**src/rtl/instruction_fetch_unit_pkg.sv**
```systemverilog
// Shared types and constants for the instruction fetch front end.
package instruction_fetch_unit_pkg;

  localparam int          PC_WIDTH    = 32;
  localparam logic [31:0] NOP_BUBBLE  = 32'h0;
  localparam int          INSTR_BYTES = 4;

  typedef struct packed {
    logic                allocated;
    logic                filled;
    logic [PC_WIDTH-1:0] pc;
    logic [31:0]         instr;
  } fetch_slot_t;

endpackage

```
**src/rtl/fetch_slot_queue.sv**
```systemverilog
// In-order ring of fetch slots: allocate on grant, fill on response, pop at head.
// Head is presented combinationally; a flush clears all slots and pointers in one cycle.
module fetch_slot_queue
  import instruction_fetch_unit_pkg::*;
#(
  parameter int WIDTH = 32,
  parameter int DEPTH = 2,
  localparam int PTR_W = $clog2(DEPTH),
  localparam int CNT_W = $clog2(DEPTH + 1)
) (
  input  logic             clk,
  input  logic             reset,
  input  logic             flush_i,
  input  logic             alloc_i,
  input  logic [WIDTH-1:0] alloc_pc_i,
  input  logic             fill_i,
  input  logic [31:0]      fill_data_i,
  input  logic             pop_i,
  output logic             head_vld_o,
  output logic [WIDTH-1:0] head_pc_o,
  output logic [31:0]      head_instr_o,
  output logic [CNT_W-1:0] alloc_cnt_o,
  output logic [CNT_W-1:0] unfilled_cnt_o
);

  fetch_slot_t      slot_q [DEPTH];
  fetch_slot_t      slot_d [DEPTH];
  logic [PTR_W-1:0] alloc_ptr_q, alloc_ptr_d;
  logic [PTR_W-1:0] fill_ptr_q, fill_ptr_d;
  logic [PTR_W-1:0] head_ptr_q, head_ptr_d;
  logic [CNT_W-1:0] alloc_cnt_q, alloc_cnt_d;
  logic [CNT_W-1:0] unfilled_cnt_q, unfilled_cnt_d;
  fetch_slot_t      head_slot;

  // Pop, fill and allocate always touch distinct slots, so their order here is irrelevant.
  always_comb begin
    slot_d         = slot_q;
    alloc_ptr_d    = alloc_ptr_q;
    fill_ptr_d     = fill_ptr_q;
    head_ptr_d     = head_ptr_q;
    alloc_cnt_d    = alloc_cnt_q;
    unfilled_cnt_d = unfilled_cnt_q;
    if (flush_i) begin
      for (int i = 0; i < DEPTH; i++) slot_d[i] = '0;
      alloc_ptr_d    = '0;
      fill_ptr_d     = '0;
      head_ptr_d     = '0;
      alloc_cnt_d    = '0;
      unfilled_cnt_d = '0;
    end else begin
      if (pop_i) begin
        slot_d[head_ptr_q].allocated = 1'b0;
        slot_d[head_ptr_q].filled    = 1'b0;
        head_ptr_d                   = head_ptr_q + 1'b1;
      end
      if (fill_i) begin
        slot_d[fill_ptr_q].filled = 1'b1;
        slot_d[fill_ptr_q].instr  = fill_data_i;
        fill_ptr_d                = fill_ptr_q + 1'b1;
      end
      if (alloc_i) begin
        slot_d[alloc_ptr_q] = '{allocated: 1'b1, filled: 1'b0,
                                pc: PC_WIDTH'(alloc_pc_i), instr: NOP_BUBBLE};
        alloc_ptr_d         = alloc_ptr_q + 1'b1;
      end
      alloc_cnt_d    = alloc_cnt_q + CNT_W'(alloc_i) - CNT_W'(pop_i);
      unfilled_cnt_d = unfilled_cnt_q + CNT_W'(alloc_i) - CNT_W'(fill_i);
    end
  end

  always_ff @(posedge clk) begin
    if (!reset) begin
      for (int i = 0; i < DEPTH; i++) slot_q[i] <= '0;
      alloc_ptr_q    <= '0;
      fill_ptr_q     <= '0;
      head_ptr_q     <= '0;
      alloc_cnt_q    <= '0;
      unfilled_cnt_q <= '0;
    end else begin
      slot_q         <= slot_d;
      alloc_ptr_q    <= alloc_ptr_d;
      fill_ptr_q     <= fill_ptr_d;
      head_ptr_q     <= head_ptr_d;
      alloc_cnt_q    <= alloc_cnt_d;
      unfilled_cnt_q <= unfilled_cnt_d;
    end
  end

  assign head_slot      = slot_q[head_ptr_q];
  assign head_vld_o     = head_slot.allocated && head_slot.filled;
  assign head_pc_o      = head_vld_o ? WIDTH'(head_slot.pc) : '0;
  assign head_instr_o   = head_vld_o ? head_slot.instr : NOP_BUBBLE;
  assign alloc_cnt_o    = alloc_cnt_q;
  assign unfilled_cnt_o = unfilled_cnt_q;

endmodule

```
**src/rtl/instruction_fetch_unit.sv**
```systemverilog
// Fetch front end: sequential PC generation, req/gnt issue, in-order response buffering to IF/ID.
// First instruction two cycles after reset with a 1-cycle memory; stall holds the head, redirect flushes.
module instruction_fetch_unit
  import instruction_fetch_unit_pkg::*;
#(
  parameter int               WIDTH    = 32,
  parameter logic [WIDTH-1:0] RESET_PC = '0,
  parameter int               DEPTH    = 2
) (
  input  logic             clk,
  input  logic             reset,
  input  logic             stall,
  input  logic             redirect,
  input  logic [WIDTH-1:0] redirect_pc,
  output logic             imem_req,
  output logic [WIDTH-1:0] imem_addr,
  input  logic             imem_gnt,
  input  logic             imem_rvalid,
  input  logic [31:0]      imem_rdata,
  output logic [WIDTH-1:0] IF_Pc,
  output logic [31:0]      IF_Instruction,
  output logic             IF_Valid,
  output logic             rsp_error
);

  localparam int CNT_W  = $clog2(DEPTH + 1);
  localparam int DCNT_W = CNT_W + 3;

  logic [WIDTH-1:0]  fetch_pc_q, fetch_pc_d;
  logic [DCNT_W-1:0] discard_q, discard_d;
  logic              rsp_error_q, rsp_error_d;
  logic [CNT_W-1:0]  alloc_cnt, unfilled_cnt;
  logic [DCNT_W-1:0] flush_backlog;
  logic              grant, rsp_drop, rsp_fill, rsp_stray, pop;

  assign imem_req  = reset && !redirect && (alloc_cnt < CNT_W'(DEPTH));
  assign imem_addr = fetch_pc_q;
  assign grant     = imem_req && imem_gnt;

  // Stale responses from before a redirect are drained ahead of any live ones.
  assign rsp_drop  = imem_rvalid && (discard_q != '0);
  assign rsp_fill  = imem_rvalid && (discard_q == '0) && (unfilled_cnt != '0);
  assign rsp_stray = imem_rvalid && (discard_q == '0) && (unfilled_cnt == '0);
  assign pop       = IF_Valid && !stall && !redirect;

  assign flush_backlog = discard_q + DCNT_W'(unfilled_cnt);

  always_comb begin
    fetch_pc_d  = fetch_pc_q;
    discard_d   = discard_q;
    rsp_error_d = rsp_error_q || rsp_stray;
    if (redirect) begin
      fetch_pc_d = redirect_pc;
      discard_d  = flush_backlog;
      if (imem_rvalid && (flush_backlog != '0)) discard_d = flush_backlog - 1'b1;
    end else begin
      if (grant)    fetch_pc_d = fetch_pc_q + WIDTH'(INSTR_BYTES);
      if (rsp_drop) discard_d  = discard_q - 1'b1;
    end
  end

  always_ff @(posedge clk) begin
    if (!reset) begin
      fetch_pc_q  <= RESET_PC;
      discard_q   <= '0;
      rsp_error_q <= 1'b0;
    end else begin
      fetch_pc_q  <= fetch_pc_d;
      discard_q   <= discard_d;
      rsp_error_q <= rsp_error_d;
    end
  end

  assign rsp_error = rsp_error_q;

  fetch_slot_queue #(
    .WIDTH(WIDTH),
    .DEPTH(DEPTH)
  ) u_slot_queue (
    .clk           (clk),
    .reset         (reset),
    .flush_i       (redirect),
    .alloc_i       (grant),
    .alloc_pc_i    (fetch_pc_q),
    .fill_i        (rsp_fill),
    .fill_data_i   (imem_rdata),
    .pop_i         (pop),
    .head_vld_o    (IF_Valid),
    .head_pc_o     (IF_Pc),
    .head_instr_o  (IF_Instruction),
    .alloc_cnt_o   (alloc_cnt),
    .unfilled_cnt_o(unfilled_cnt)
  );

endmodule
```
**config.mk**
```make
export PLATFORM = sky130hd
export DESIGN_NAME = instruction_fetch_unit
export DESIGN_NICKNAME = d
export VERILOG_FILES = /design/src/rtl/instruction_fetch_unit_pkg.sv /design/src/rtl/fetch_slot_queue.sv /design/src/rtl/instruction_fetch_unit.sv
export SDC_FILE = /design/constraint.sdc
export NUM_CORES = 1
export LEC_CHECK = 0
export CAP_MARGIN = 10
export CORE_MARGIN = 1.5
export CORE_UTILIZATION = 45
export CTS_BUF_LIST = sky130_fd_sc_hd__clkbuf_2
export CTS_CLUSTER_SIZE = 30
export DETAILED_ROUTE_END_ITERATION = 8
export PLACE_DENSITY = 0.78
export SLEW_MARGIN = 40
export SYNTH_ARGS = -nofsm -noshare
export SYNTH_HDL_FRONTEND = slang
export SYNTH_SLANG_ARGS = --single-unit
export TNS_END_PERCENT = 50
```
**constraint.sdc**
```tcl
create_clock -name clk -period 3.3 [get_ports clk]
set_input_delay 0.495 -clock clk [delete_from_list [all_inputs] [get_ports clk]]
set_output_delay 0.495 -clock clk [all_outputs]
set_load 0.02 [all_outputs]
```
==> results by stage <==
Run status:
- The flow ran to the end, and the final reports show no timing, DRC or antenna violations.

Synthesis:
- During synthesis, Yosys emitted a total of 0 warnings.
- Synthesis produced a netlist with a net count of 1196.
- After synthesis, the netlist uses 56 different library cells.
- The simple-gate share of the synthesized area is between 20% and 30%.
- The dominant combinational cell family by area after synthesis is simple AND/OR/NAND/NOR gates.
- The most frequent cell after synthesis is nand2_1.
- The most frequently used flop master after synthesis is dfxtp_1.
- The multiplexer share of the synthesized area is ~4.6%.
- The number of flops mapped to enable cells by yosys is 0.
- The cell area after technology mapping is about 8500 µm².
- Synthesis inferred between 150 and 200 register bits.
- The synthesized design devotes to its leading area cell type a little over two fifths of total area.
- The post-synthesis instance total is 1114.
- The sequential area share after synthesis is 41.8%.
- The arithmetic-cell share of the synthesized area counting full adders, half adders and majority gates is around 1.9%.
- Each instance of the synthesized netlist takes up on average about 7.6 µm².
- After synthesis, the cell types taking the most area are dfxtp_1 42%, nand2_1 13%, a21oi_1 12%, mux2i_1 4.6%, clkbuf_1 2.8%.
- The xor/xnor share of the synthesized area is around 2.7%.
- In the synthesized netlist, the cells that appear most often are 293 x nand2_1, 195 x a21oi_1, 177 x dfxtp_1.
- In the synthesized netlist the async set-or-reset flop fraction comes to 0%.
- The dominant cell type by area after synthesis is dfxtp_1.
- Summing the areas of all compound-gate instances in the mapped netlist gives between 10% and 20% of the synthesized area.

Clock tree:
- In this run, CTS created clock tree buffers numbering 17.
- TritonCTS built the clock tree.
- Clock tree synthesis selected as its root buffer the cell clkbuf_2.
- CTS built an H-tree with a depth of 4.
- Clock-pin slew was measured on the worst setup and hold paths at between 0.2 and 0.3 ns.
- The cts-stage hold buffer count is 0.
- Clock latency on the worst-skew pair, taken at its later pin, is 0.77 ns.
- The clock passes through at most 2 buffers.
- The number of clock sinks seen by CTS is around 180.

Routing:
- Once detail routing completed, the nets flagged for antenna violations numbered 0.
- Detailed routing placed a total of 1.75 mm of wire on met3.
- The first-pass iteration count of the detailed router is 7.
- The highest metal layer used by the detailed router is met4.
- After detailed routing, the number of vias per cell comes to around 5.4.
- For this run, design rule violations remaining after detail routing come to 0.
- The post-detailed-routing wire length is 23.0 mm.
- For this block, the via count after detailed routing is about 8k.
- The wire length the detailed router placed on met1 is ~10 mm.
- The iteration-0 DRC count of the detailed router is 586.
- The mean routed wirelength per cell is 15.5 µm.
- After detailed routing, the met2 layer carries 10.7 mm of wire.

STA:
- The worst clock skew is ~0.04 ns.
- The max-slew violation count came to 0.
- The worst-case headroom to the max-slew limit is a little under half.
- The final-report hold violation count is 0.
- The fmax is about 0.32 GHz.
- Setup repair after global routing left no endpoint under its margin.
- The post-route clock period utilization is a little over nine tenths.
- The minimum clock period is about 3.1 ns.
- At the pin with the least slew margin, the transition time is around 0.80 ns.
- Setup violations remaining at the end of the flow were counted as 0.
- Setup total negative slack on the finished layout was measured at 0 ns.

Die:
- The total number of placement rows is 50.
- In this run the count of I/O pins placed on the die edge is roughly 170.
- The initial utilization of the core area, before any placement, comes to roughly 46%.
- The die area is 19700 µm².
- The vertical extent of the die is 140 µm.
- The placeable core region is between 15000 and 20000 µm².
- The die span in x is around 140 µm.

Pwr:
- For this design the static power due to leakage is between 3 and 4 nW.
- The share of total power dissipated in the clock network is between 20 and 30%.
- The largest vdd supply drop is between 0.0002 and 0.00025 V.
- The total power divided by cell area is between 300 and 400 nW/µm².
- The net switching fraction of the power is about a third.
- Per report_power, the sequential group accounts for 57.3% of the total.
- The internal power of the cells totals between 2 and 3 mW.
- Per report_power, the combinational group accounts for roughly 17% of the total.
- The net switching power figure is approximately 1.3 mW.

Setup path:
- The critical path launch point type is a register.
- The worst-path maximum fanout is 32.
- The endpoint arrival time on the critical path is 2.61 ns.
- For the worst setup path, the data required time is ~2.8 ns.
- STA classifies the critical path endpoint as an output pin.
- The setup path with the least slack is of type reg -> out.

Global routing:
- The pin count of the biggest net entering global routing is 74.
- The remaining global-route overflow is 0.
- The wire length of the first global-routing pass is around 37 mm.
- The via count of the first global-routing pass is roughly 7.4k.
- The global routing usage summed across all routing layers is between 20 and 25%.
- The initial antenna violation count is 0.

Layout:
- The diode insertion count for antenna repair is 0.
- Of the cells placed in the final design, the portion with a size suffix greater than 1 is between 8 and 9%.
- The signed area change from the synthesized netlist to the final layout is 23.2%.
- The summed area of non-filler cells in the final layout is 10500 µm².
- The number of nets in the layout is 1320.

Placed design:
- The post-detailed-placement cell area is between 10000 and 15000 µm².
- The congestion estimate from routability-driven global placement came to roughly 0.85.
- In this run the tool buffered the top-level ports with 168 buffer cells.
- The placed wire-length estimate is 15.4 mm.

Worst hold path:
- The path class of the tightest hold or removal check is in -> reg.

Flow run:
- Across the run, the number of max-cap violations was 0.
logic make-up (layout without fill, tap and decap cells):
family          after synthesis  in the layout
mux                          39             39
flops                       177            177
buf+inv                     141            278
fa+ha+maj                    12             12
compound gates              272            272
xor+xnor                     26             26
simple gates                447            447
sequential cells by signal (all words and copies together), names as in the netlist:
signal	flops
u_slot_queue.unfilled_cnt_o	2
imem_addr	32
u_slot_queue.slot_q	132
u_slot_queue.fill_ptr_q	1
u_slot_queue.alloc_ptr_q	1
discard_q	5
rsp_error	1
u_slot_queue.head_ptr_q	1
u_slot_queue.alloc_cnt_o	2
power by group through the flow:
| stage | Combinational (mW) | Clock (mW) | Sequential [mW] |
|---|---|---|---|
| after floorplan | 0.430 | 0 | 2.33 |
| after global placement | 0.669 | 0 | 2.35 |
| after detailed placement | 0.678 | 0 | 2.35 |
| after CTS | 0.682 | 1.07 | 2.31 |
| after global routing | 0.753 | 1.16 | 2.33 |
| final | 0.680 | 1.04 | 2.31 |
stage by stage:
stage               hold slack (ns)  total power, mW  worst slack (ns)  cells  utilization (%)
floorplan                     0.436             2.76             0.848   1114                -
global placement              0.441             3.02             0.563   1453             55.0
detailed placement            0.446             3.03             0.402   1453             55.0
CTS                           0.199             4.07            0.0632   1485             56.2
global route                  0.180             4.24            0.0111   1485             56.2
finish                        0.273             4.04             0.198   1485             56.2
repair_timing:
| action | in CTS | in global routing |
|---|---|---|
| resized for setup | 0 | 4 |
| buffers inserted | 0 | 0 |
| setup endpoints to repair | 0 | 26 |
per-layer routing:
layer	track usage, %	vias to the layer above
li1	-	3969
met1	30.4	3697
met2	36.8	318
met3	5.33	41
met4	8.64	0
met5	0	-
cell type report:
cell class,count,area [µm²]
repair buffers,191,1880
multi-input cells,796,4310
clock buffers,17,85.1
clock inverters,15,128
fillers,1709,8130
well taps,234,293
flip-flops and latches,177,3550
inverters,55,209
cell usage in the layout (no fill, tap or decap), drive strengths merged, types with 2 or more instances in the layout:
cell type / netlist / routed
nor2b: 3 / 3
nand4b: 2 / 2
or3: 4 / 4
clkinvlp: 0 / 2
and3: 8 / 8
dfxtp: 177 / 177
o21ai: 16 / 16
and4: 4 / 4
clkdlybuf4s50: 0 / 161
a211oi: 4 / 4
mux2i: 39 / 39
nor4: 6 / 6
nor3b: 2 / 2
ha: 11 / 11
nand3: 17 / 17
a41oi: 2 / 2
a21oi: 220 / 220
clkbuf: 64 / 17
nor4b: 2 / 2
or4: 4 / 4
nor3: 10 / 10
o311ai: 5 / 5
buf: 22 / 29
xor2: 8 / 8
clkinv: 0 / 6
nand2: 298 / 298
a31oi: 7 / 7
o211ai: 6 / 6
nand2b: 4 / 4
a311oi: 2 / 2
xnor2: 18 / 18
inv: 55 / 62
nor2: 64 / 64
nand4: 15 / 15
final timing paths:
check	from	end	slack (ns)	depth (start not counted)
worst max register to register	discard_q[1]$_SDFFE_PN0P_	u_slot_queue.unfilled_cnt_o[1]$_SDFF_PP0_	0.66	11
worst max-delay path	u_slot_queue.slot_q[64]$_SDFF_PP0_	IF_Instruction[15]	0.20	5
worst min-delay path	imem_rdata[14]	u_slot_queue.slot_q[14]$_SDFF_PP0_	0.27	3
worst min register to register	u_slot_queue.slot_q[129]$_SDFFE_PP0P_	u_slot_queue.slot_q[129]$_SDFFE_PP0P_	0.47	2
critical path, stage by stage, from the launching register on:
cell,delay [ns]
dfxtp_1,0.39
and3_1,0.26
buf_6,0.29
a21oi_1,0.07
a21oi_1,0.20
clkdlybuf4s50_1,0.65
(Power assumes the default switching activity.)
